==> config.mk <==
export PLATFORM = sky130hd
export DESIGN_NAME = char_ram_arbiter
export DESIGN_NICKNAME = d
export VERILOG_FILES = /design/src/rtl/char_ram_arbiter.sv
export SDC_FILE = /design/constraint.sdc
export NUM_CORES = 1
export LEC_CHECK = 0
export ABC_AREA = 1
export CORE_MARGIN = 2
export CORE_UTILIZATION = 35
export CTS_BUF_LIST = sky130_fd_sc_hd__clkbuf_8
export CTS_CLUSTER_DIAMETER = 60
export DETAILED_ROUTE_END_ITERATION = 8
export GPL_ROUTABILITY_DRIVEN = 0
export PLACE_DENSITY = 0.82
export SLEW_MARGIN = 10
export SYNTH_ARGS = -nofsm -noshare
export SYNTH_HDL_FRONTEND = slang
export SYNTH_SLANG_ARGS = --single-unit
==> constraint.sdc <==
create_clock -name clk -period 1.53 [get_ports clk]
set_input_delay 0.153 -clock clk [delete_from_list [all_inputs] [get_ports clk]]
set_output_delay 0.153 -clock clk [all_outputs]
set_load 0.02 [all_outputs]
==> src/rtl/char_ram_arbiter.sv <==
// Character RAM arbiter: shares one single-port synchronous RAM between the
// video fetch path, a host read/write port and a clear-screen fill engine.
//
// Priority each cycle is video > host > clear. Video fetches are never
// stalled. Host requests are acknowledged in any cycle without a video fetch.
// The clear engine writes its latched fill value to addresses 0..CLR_LAST,
// one address per cycle that neither video nor host uses.
//
// Ports:
//   clk, reset_n              pixel clock, synchronous active-low reset
//   vid_fetch, vid_addr       video read strobe and address
//   vid_data, vid_valid       captured video data (held) and update pulse
//   host_req, host_we         host request, 1=write 0=read
//   host_addr, host_wdata     host address and write data
//   host_ack                  pulse in the cycle the host access is issued
//   host_rdata, host_rvalid   host read data (held) and update pulse
//   clr_start, clr_value      clear trigger and fill value
//   clr_busy                  high while the clear engine is filling
//   ram_addr, ram_din, ram_we RAM command port
//   ram_dout                  RAM read data, one cycle after the address
module char_ram_arbiter #(
  parameter int unsigned       ADDR_W   = 14,
  parameter int unsigned       DATA_W   = 8,
  parameter logic [ADDR_W-1:0] CLR_LAST = 14'h3FFF
) (
  input  logic              clk,
  input  logic              reset_n,
  input  logic              vid_fetch,
  input  logic [ADDR_W-1:0] vid_addr,
  output logic [DATA_W-1:0] vid_data,
  output logic              vid_valid,
  input  logic              host_req,
  input  logic              host_we,
  input  logic [ADDR_W-1:0] host_addr,
  input  logic [DATA_W-1:0] host_wdata,
  output logic              host_ack,
  output logic [DATA_W-1:0] host_rdata,
  output logic              host_rvalid,
  input  logic              clr_start,
  input  logic [DATA_W-1:0] clr_value,
  output logic              clr_busy,
  output logic [ADDR_W-1:0] ram_addr,
  output logic [DATA_W-1:0] ram_din,
  output logic              ram_we,
  input  logic [DATA_W-1:0] ram_dout
);

  typedef enum logic {
    IDLE,
    FILL
  } clr_state_t;

  clr_state_t        state;
  logic [ADDR_W-1:0] clr_cnt;
  logic [DATA_W-1:0] clr_val;
  logic              clr_wr;
  logic              vid_pend;   // video read issued last cycle, data on ram_dout now
  logic              host_pend;  // host read issued last cycle, data on ram_dout now

  // Port mux. Reset gates every write and ack so nothing is issued in a
  // reset cycle.
  always_comb begin
    host_ack = reset_n & host_req & ~vid_fetch;
    clr_wr   = reset_n & (state == FILL) & ~vid_fetch & ~host_req;
    ram_addr = clr_cnt;
    ram_din  = clr_val;
    ram_we   = clr_wr;
    if (vid_fetch) begin
      ram_addr = vid_addr;
      ram_we   = 1'b0;
    end else if (host_req) begin
      ram_addr = host_addr;
      ram_din  = host_wdata;
      ram_we   = host_ack & host_we;
    end
  end

  always_ff @(posedge clk) begin
    if (!reset_n) begin
      vid_pend    <= 1'b0;
      host_pend   <= 1'b0;
      vid_data    <= '0;
      vid_valid   <= 1'b0;
      host_rdata  <= '0;
      host_rvalid <= 1'b0;
      state       <= IDLE;
      clr_busy    <= 1'b0;
      clr_cnt     <= '0;
      clr_val     <= '0;
    end else begin
      vid_pend    <= vid_fetch;
      host_pend   <= host_ack & ~host_we;
      vid_valid   <= vid_pend;
      host_rvalid <= host_pend;
      if (vid_pend) begin
        vid_data <= ram_dout;
      end
      if (host_pend) begin
        host_rdata <= ram_dout;
      end

      case (state)
        IDLE: begin
          if (clr_start) begin
            state    <= FILL;
            clr_busy <= 1'b1;
            clr_cnt  <= '0;
            clr_val  <= clr_value;
          end
        end
        FILL: begin
          // Counter advances only on cycles the engine actually owns the port.
          if (clr_wr) begin
            if (clr_cnt == CLR_LAST) begin
              state    <= IDLE;
              clr_busy <= 1'b0;
            end else begin
              clr_cnt <= clr_cnt + ADDR_W'(1);
            end
          end
        end
        default: begin
          state    <= IDLE;
          clr_busy <= 1'b0;
        end
      endcase
    end
  end

endmodule
==> results.toml, run 1 <==
[grt]
track_usage_pct = 19.3
antenna_found_initial = 1
grt_max_degree = 31
grt-ovfl-total = 0
grt_pass1_wl_um = 11400
first_global_vias = 2613

[placed_design]
placed_cell_area_um2 = 3510
dp_hpwl_um = 5090
pre_cts_ws_ns = -0.443
placed_cells = 546
port_buffers = 100

[critical_path]
cp.required_ns = 1.77
cp-startpoint = "clr_cnt[1]"
critPathMaxFanout = 2
path_class = "flip-flop to flip-flop"
reg2reg_from = "clr_cnt[1]"
crit_path_end_kind = "flip-flop"
cp_data_arrival_time_ns = 1.67
startpoint_type = "flip-flop"

[die]
dieWidth_um = 84.3
die_area_um2 = 7100
start_util_pct = 35.9
coreArea_um2 = 6280
die_h_um = 84.3
rows = 29
io_pins = 101

[cts]
clk_pin_slew_ns = 0.09
ctsHoldBuffers = 0
cts_inserted_buffers = 5
h-tree-depth = 2
numClockSinks = 44
cts-root-buf = "clkbuf_8"
cts_setup_buffers = 0
clk_latency_ns = 0.30
clock_path_buffers = 2
cts_tree = "done"
cts-resized-gates = 90

[layout]
nets = 535
fin_area_um2 = 3550
final_cells = 555
layout-drive-gt1-share_pct = 18.0
area_growth_pct = 57.5

[power]
leakage_nw = 1.59
powerDensity_nw_per_um2 = 776
peakVddDrop_mv = 0.576

[synthesis]
avgSynthCellArea_um2 = 6.37
synthesis.instances = 354
synthesis.nets = 413
synth_cell_type_count = 27
synth_area_um2 = 2250
synth-seq-cells = 44
synth_sequential_area_ratio_pct = 39.1
yosysWarnings = 0

[run]
maxCapViolCount = 0

[drt]
drt-vias-per-instance = 4.72
drt_first_pass_iters = 4
antenna_left = 0
routed_wirelength_um = 6740
route.vias.total = 2618
drcViolationCount = 0
avgRoutedWirePerCell_um = 12.1
dr.first_iter.drc_count = 145

[sta]
period_share_pct = 93.9
worst_slew_pin_slew_ns = 0.308
setup_slack_ns = 0.0940
period_needed_ns = 1.44
fin_hold_ws_ns = 0.324
fin_setup_tns_ns = 0
slew_headroom_pct = 79.5
rsz0062_at_grt = "true"
slew_violations = 0
fin_skew_ns = 0.00781
hold_violations = 0
setup_viol = 0
fmax_ghz = 0.696

[status]
status = "complete, no violations"

[worst_hold_path]
hp-class = "input pin to flip-flop"
hp-start = "reset_n"
-- synth_stat cells --
library cell / number / area (um2)
nor2_2: 4 / 25.0
o21ai_0: 27 / 135
inv_1: 25 / 93.8
nor3b_1: 2 / 15.0
clkinv_1: 1 / 3.75
clkbuf_1: 9 / 33.8
ha_1: 1 / 12.5
nand2_1: 84 / 315
nor3_1: 2 / 10.0
buf_6: 1 / 11.3
inv_2: 3 / 11.3
o211ai_1: 1 / 7.51
a21oi_2: 4 / 35.0
nor2_4: 1 / 11.3
clkinv_2: 1 / 5.00
buf_1: 1 / 3.75
nand2_8: 1 / 20.0
nand3_1: 16 / 80.1
nand2_4: 2 / 22.5
nand2_2: 3 / 18.8
o22ai_1: 13 / 81.3
o21ai_1: 1 / 5.00
a21oi_1: 8 / 40.0
nor2_1: 97 / 364
dfxtp_1: 44 / 881
buf_2: 1 / 5.00
o21bai_1: 1 / 7.51
-- where the power goes --
| part | internal (W) | switching (W) |
|---|---|---|
| clock network | 0.000492 | 0.000423 |
| logic | 0.000303 | 0.000322 |
| registers | 0.00119 | 0.0000259 |
| total | 0.00199 | 0.000772 |
-- routing by layer --
| layer | global-route usage [%] | part of all wire [%] | up-vias | wire (um) |
|---|---|---|---|---|
| met5 | 0 | 0 | - | 0 |
| met3 | 7.18 | 10 | 5 | 707 |
| li1 | - | - | 1363 | - |
| met2 | 32.4 | 46 | 113 | 3070 |
| met4 | 5.57 | 0.80 | 0 | 54 |
| met1 | 23.1 | 43 | 1137 | 2900 |
-- sequential cells by signal, summed over array words and instances (netlist names) --
name and flops:
host_rvalid 1, clr_busy 1, clr_cnt 14, vid_valid 1
vid_pend 1, clr_val 8, host_rdata 8, host_pend 1
vid_data 8, state 1
-- worst paths after layout --
check	to	slack, ns	depth (start not counted)
min reg2reg	host_rdata[5]	0.50	2
max	clr_cnt[4]	0.09	9
min	clr_cnt[0]	0.32	4
max reg2reg	clr_cnt[4]	0.09	9
-- critical path, stage by stage, from the launching register on --
cell,delay (ns)
dfxtp_1,0.34
ha_2,0.18
nand2_2,0.08
buf_4,0.15
inv_1,0.07
nand2_1,0.07
nand2_1,0.06
nor3b_1,0.23
nand2_1,0.08
a21oi_1,0.11
-- per-stage QoR --
step | util [%] | power, W
6_report | 56.6 | 0.00276
3_3_place_gp | 56.0 | 0.00191
2_1_floorplan | - | 0.00153
4_1_cts | 56.6 | 0.00279
5_1_grt | 56.6 | 0.00288
3_5_place_dp | 56.0 | 0.00192
-- cell type report --
class | count | area (um2)
flip-flops and latches | 44 | 882
fillers | 611 | 2730
inverters | 30 | 114
diodes | 1 | 2.50
well taps | 77 | 96.3
clock inverters | 3 | 46.3
repair buffers | 127 | 1100
clock buffers | 5 | 68.8
multi-input cells | 268 | 1240
-- logic make-up (layout without fill, tap and decap cells) --
kind of cell	after synthesis	in the layout	synth area share, %
AND/OR/NAND/NOR	212	212	39.1
AO/OA/AOI/OAI	55	55	13.8
flip-flops	44	44	39.1
buffers and inverters	42	165	7.44
adder cells (fa/ha/maj)	1	1	0.555
other	0	1	0
-- cell usage in the layout, fill, tap and decap left out, types with 4 or more instances in the layout --
cell type        count
o22ai_1             13
nand3_1             15
nor2_1              93
clkdlybuf4s50_1     74
buf_4               24
clkbuf_8             5
a21oi_2              4
inv_2                4
buf_2               23
dfxtp_1             43
o21ai_0             26
nand2_1             84
inv_1               24
nor2_2               7
a21oi_1              8
Power figures use the tool's default switching activity.
==> run 2: changes to the inputs <==
CORE_ASPECT_RATIO = 0.6   (was default)
==> results.toml, run 2 (same netlist as run 1, synthesis figures left out) <==
[status]
status = "complete, no violations"

[layout]
largest_reg_flops = 14
multiInputGateArea_um2 = 1280
fillers = 549
largest-register = "clr_cnt"
layout-drive-gt1-share_pct = 21.3
n_antenna_cell = 0
area_growth_pct = 61.8
most-common-layout-cells = "nor2_1, nand2_1, clkdlybuf4s50_1"
seq_area_um2 = 888
layout_commonest_cell = "nor2_1"
fin_area_um2 = 3650
nets = 537

[drt]
antenna_left = 0
drt-vias-per-instance = 4.80
dr.first_iter.drc_count = 181
drt_first_pass_iters = 4
drcViolationCount = 0
route.vias.total = 2703
avgRoutedWirePerCell_um = 13.3
routed_wirelength_um = 7490

[critical_path]
crit_path_end_kind = "output pin"
path_common_cell = "nor2_1"
cp_slowest_stage_delay_ns = 0.48
r2r_end = "clr_cnt[3]"
worst_path_max_delay_cell = "clkdlybuf4s50_1"
r2r_setup_slack_ns = 0.09
path_cells = "clkdlybuf4s50_1, inv_2, nor2_4, inv_4, buf_6, nor2_1, nor2_1, buf_2"
cp.required_ns = 1.38
cp_data_arrival_time_ns = 1.34
reg2reg_from = "clr_cnt[1]"
path_class = "input pin to output pin"
startpoint_type = "input pin"
ff2ff_path_depth = 10
critPathMaxFanout = 11

[cts]
clock_path_buffers = 2
clk_latency_ns = 0.31
numClockSinks = 44
clk_pin_slew_ns = 0.09
h-tree-depth = 2
ctsHoldBuffers = 0
cts_tree = "done"
cts_inserted_buffers = 5
cts-root-buf = "clkbuf_8"

[die]
start_util_pct = 36.6
die_area_um2 = 7120
rows = 22
io_pins = 101
coreArea_um2 = 6170
die_h_um = 66.2
dieWidth_um = 108

[grt]
antenna_found_initial = 0
grt-ovfl-total = 0
grt_pass1_wl_um = 11700
grt_max_degree = 31
track_usage_pct = 20.7
first_global_vias = 2542

[sta]
setup_viol = 0
slew_violations = 0
worst_slew_pin_slew_ns = 0.307
fmax_ghz = 0.672
rsz0062_at_grt = "true"
slew_headroom_pct = 79.5
hold_violations = 0
period_share_pct = 97.3
fin_skew_ns = 0.00968
period_needed_ns = 1.49

[placed_design]
port_buffers = 100
placed_cell_area_um2 = 3510
dp_hpwl_um = 5460

[worst_hold_path]
whs_path_depth = 3
min_to = "vid_pend"
hp-class = "input pin to flip-flop"
hp-start = "vid_fetch"

[power]
peakVddDrop_mv = 0.511
leakage_nw = 1.63
powerDensity_nw_per_um2 = 775
power_w = 0.00283

[run]
maxCapViolCount = 0
[run 2: cell count changes in the layout (fill, tap and decap cells not counted), sizes merged]
cell	change
clkbuf	+1
clkinvlp	-1
nand2	+1
clkinv	+1
buf	+1
diode	-1
inv	-1
[run 2: cell type report]
type / count / share of cell area [%]
Multi-Input combinational cell: 269 / 35.0
Timing Repair Buffer: 128 / 31.2
Sequential cell: 44 / 24.4
Inverter: 30 / 3.19
Tap cell: 84 / 2.88
Clock buffer: 6 / 2.26
Clock inverter: 2 / 1.06
[run 2: worst max path at each step]
stage,cells after the start,to,slack [ns],start
final,8,ram_addr[9],0.04,host_req
after detailed placement,7,ram_addr[9],-0.47,vid_fetch
after global routing,8,ram_addr[2],-0.03,host_req
after floorplan,11,clr_cnt[11],0.02,clr_cnt[0]
after global placement,7,ram_addr[5],-0.41,vid_fetch
after CTS,8,ram_we,-0.04,host_req
[run 2: through the flow]
| stage | setup slack (ns) | std cells | utilization (%) | setup TNS [ns] | hold slack [ns] |
|---|---|---|---|---|---|
| after floorplan | 0.0216 | 354 | - | 0 | 0.230 |
| after global placement | -0.411 | 552 | 57.0 | -11.36 | 0.473 |
| after detailed placement | -0.469 | 552 | 57.0 | -12.60 | 0.485 |
| after CTS | -0.0370 | 560 | 57.3 | -0.0374 | 0.269 |
| after global routing | -0.0329 | 563 | 59.2 | -0.118 | 0.308 |
| final | 0.0415 | 563 | 59.2 | 0 | 0.293 |
[run 2: worst max-delay path, delay by kind of cell]
| family | cells | cell delay (ns) |
|---|---|---|
| AND/OR/NAND/NOR | 3 | 0.27 |
| buffers and inverters | 5 | 0.92 |
[run 2: repair_timing]
action / in CTS / in global routing
pin swaps: 0 / 2
buffers inserted: 0 / 1
gates cloned: 0 / 2
setup endpoints to repair: 26 / 37
gates resized for setup: 99 / 31
[run 2: power breakdown]
part | total (W) | switching, W | leakage (nW) | internal (W)
logic | 0.000656 | 0.000340 | 1.20 | 0.000316
clock network | 0.000955 | 0.000421 | 0.0614 | 0.000534
registers | 0.00122 | 0.0000255 | 0.363 | 0.00119
[run 2: per-layer routing]
| metal | global-route usage [%] | share of wire (%) | vias up |
|---|---|---|---|
| li1 | - | - | 1366 |
| met1 | 27.0 | 46 | 1249 |
| met2 | 33.1 | 47 | 78 |
| met3 | 5.62 | 6.0 | 10 |
| met4 | 7.21 | 1.0 | 0 |
| met5 | 0 | 0 | - |
==> run 3: changes to the inputs <==
CTS_CLUSTER_SIZE = 24   (was default)
==> results of run 3 <==
Same layout as run 2: the final DEF is identical, and so are final timing and power.
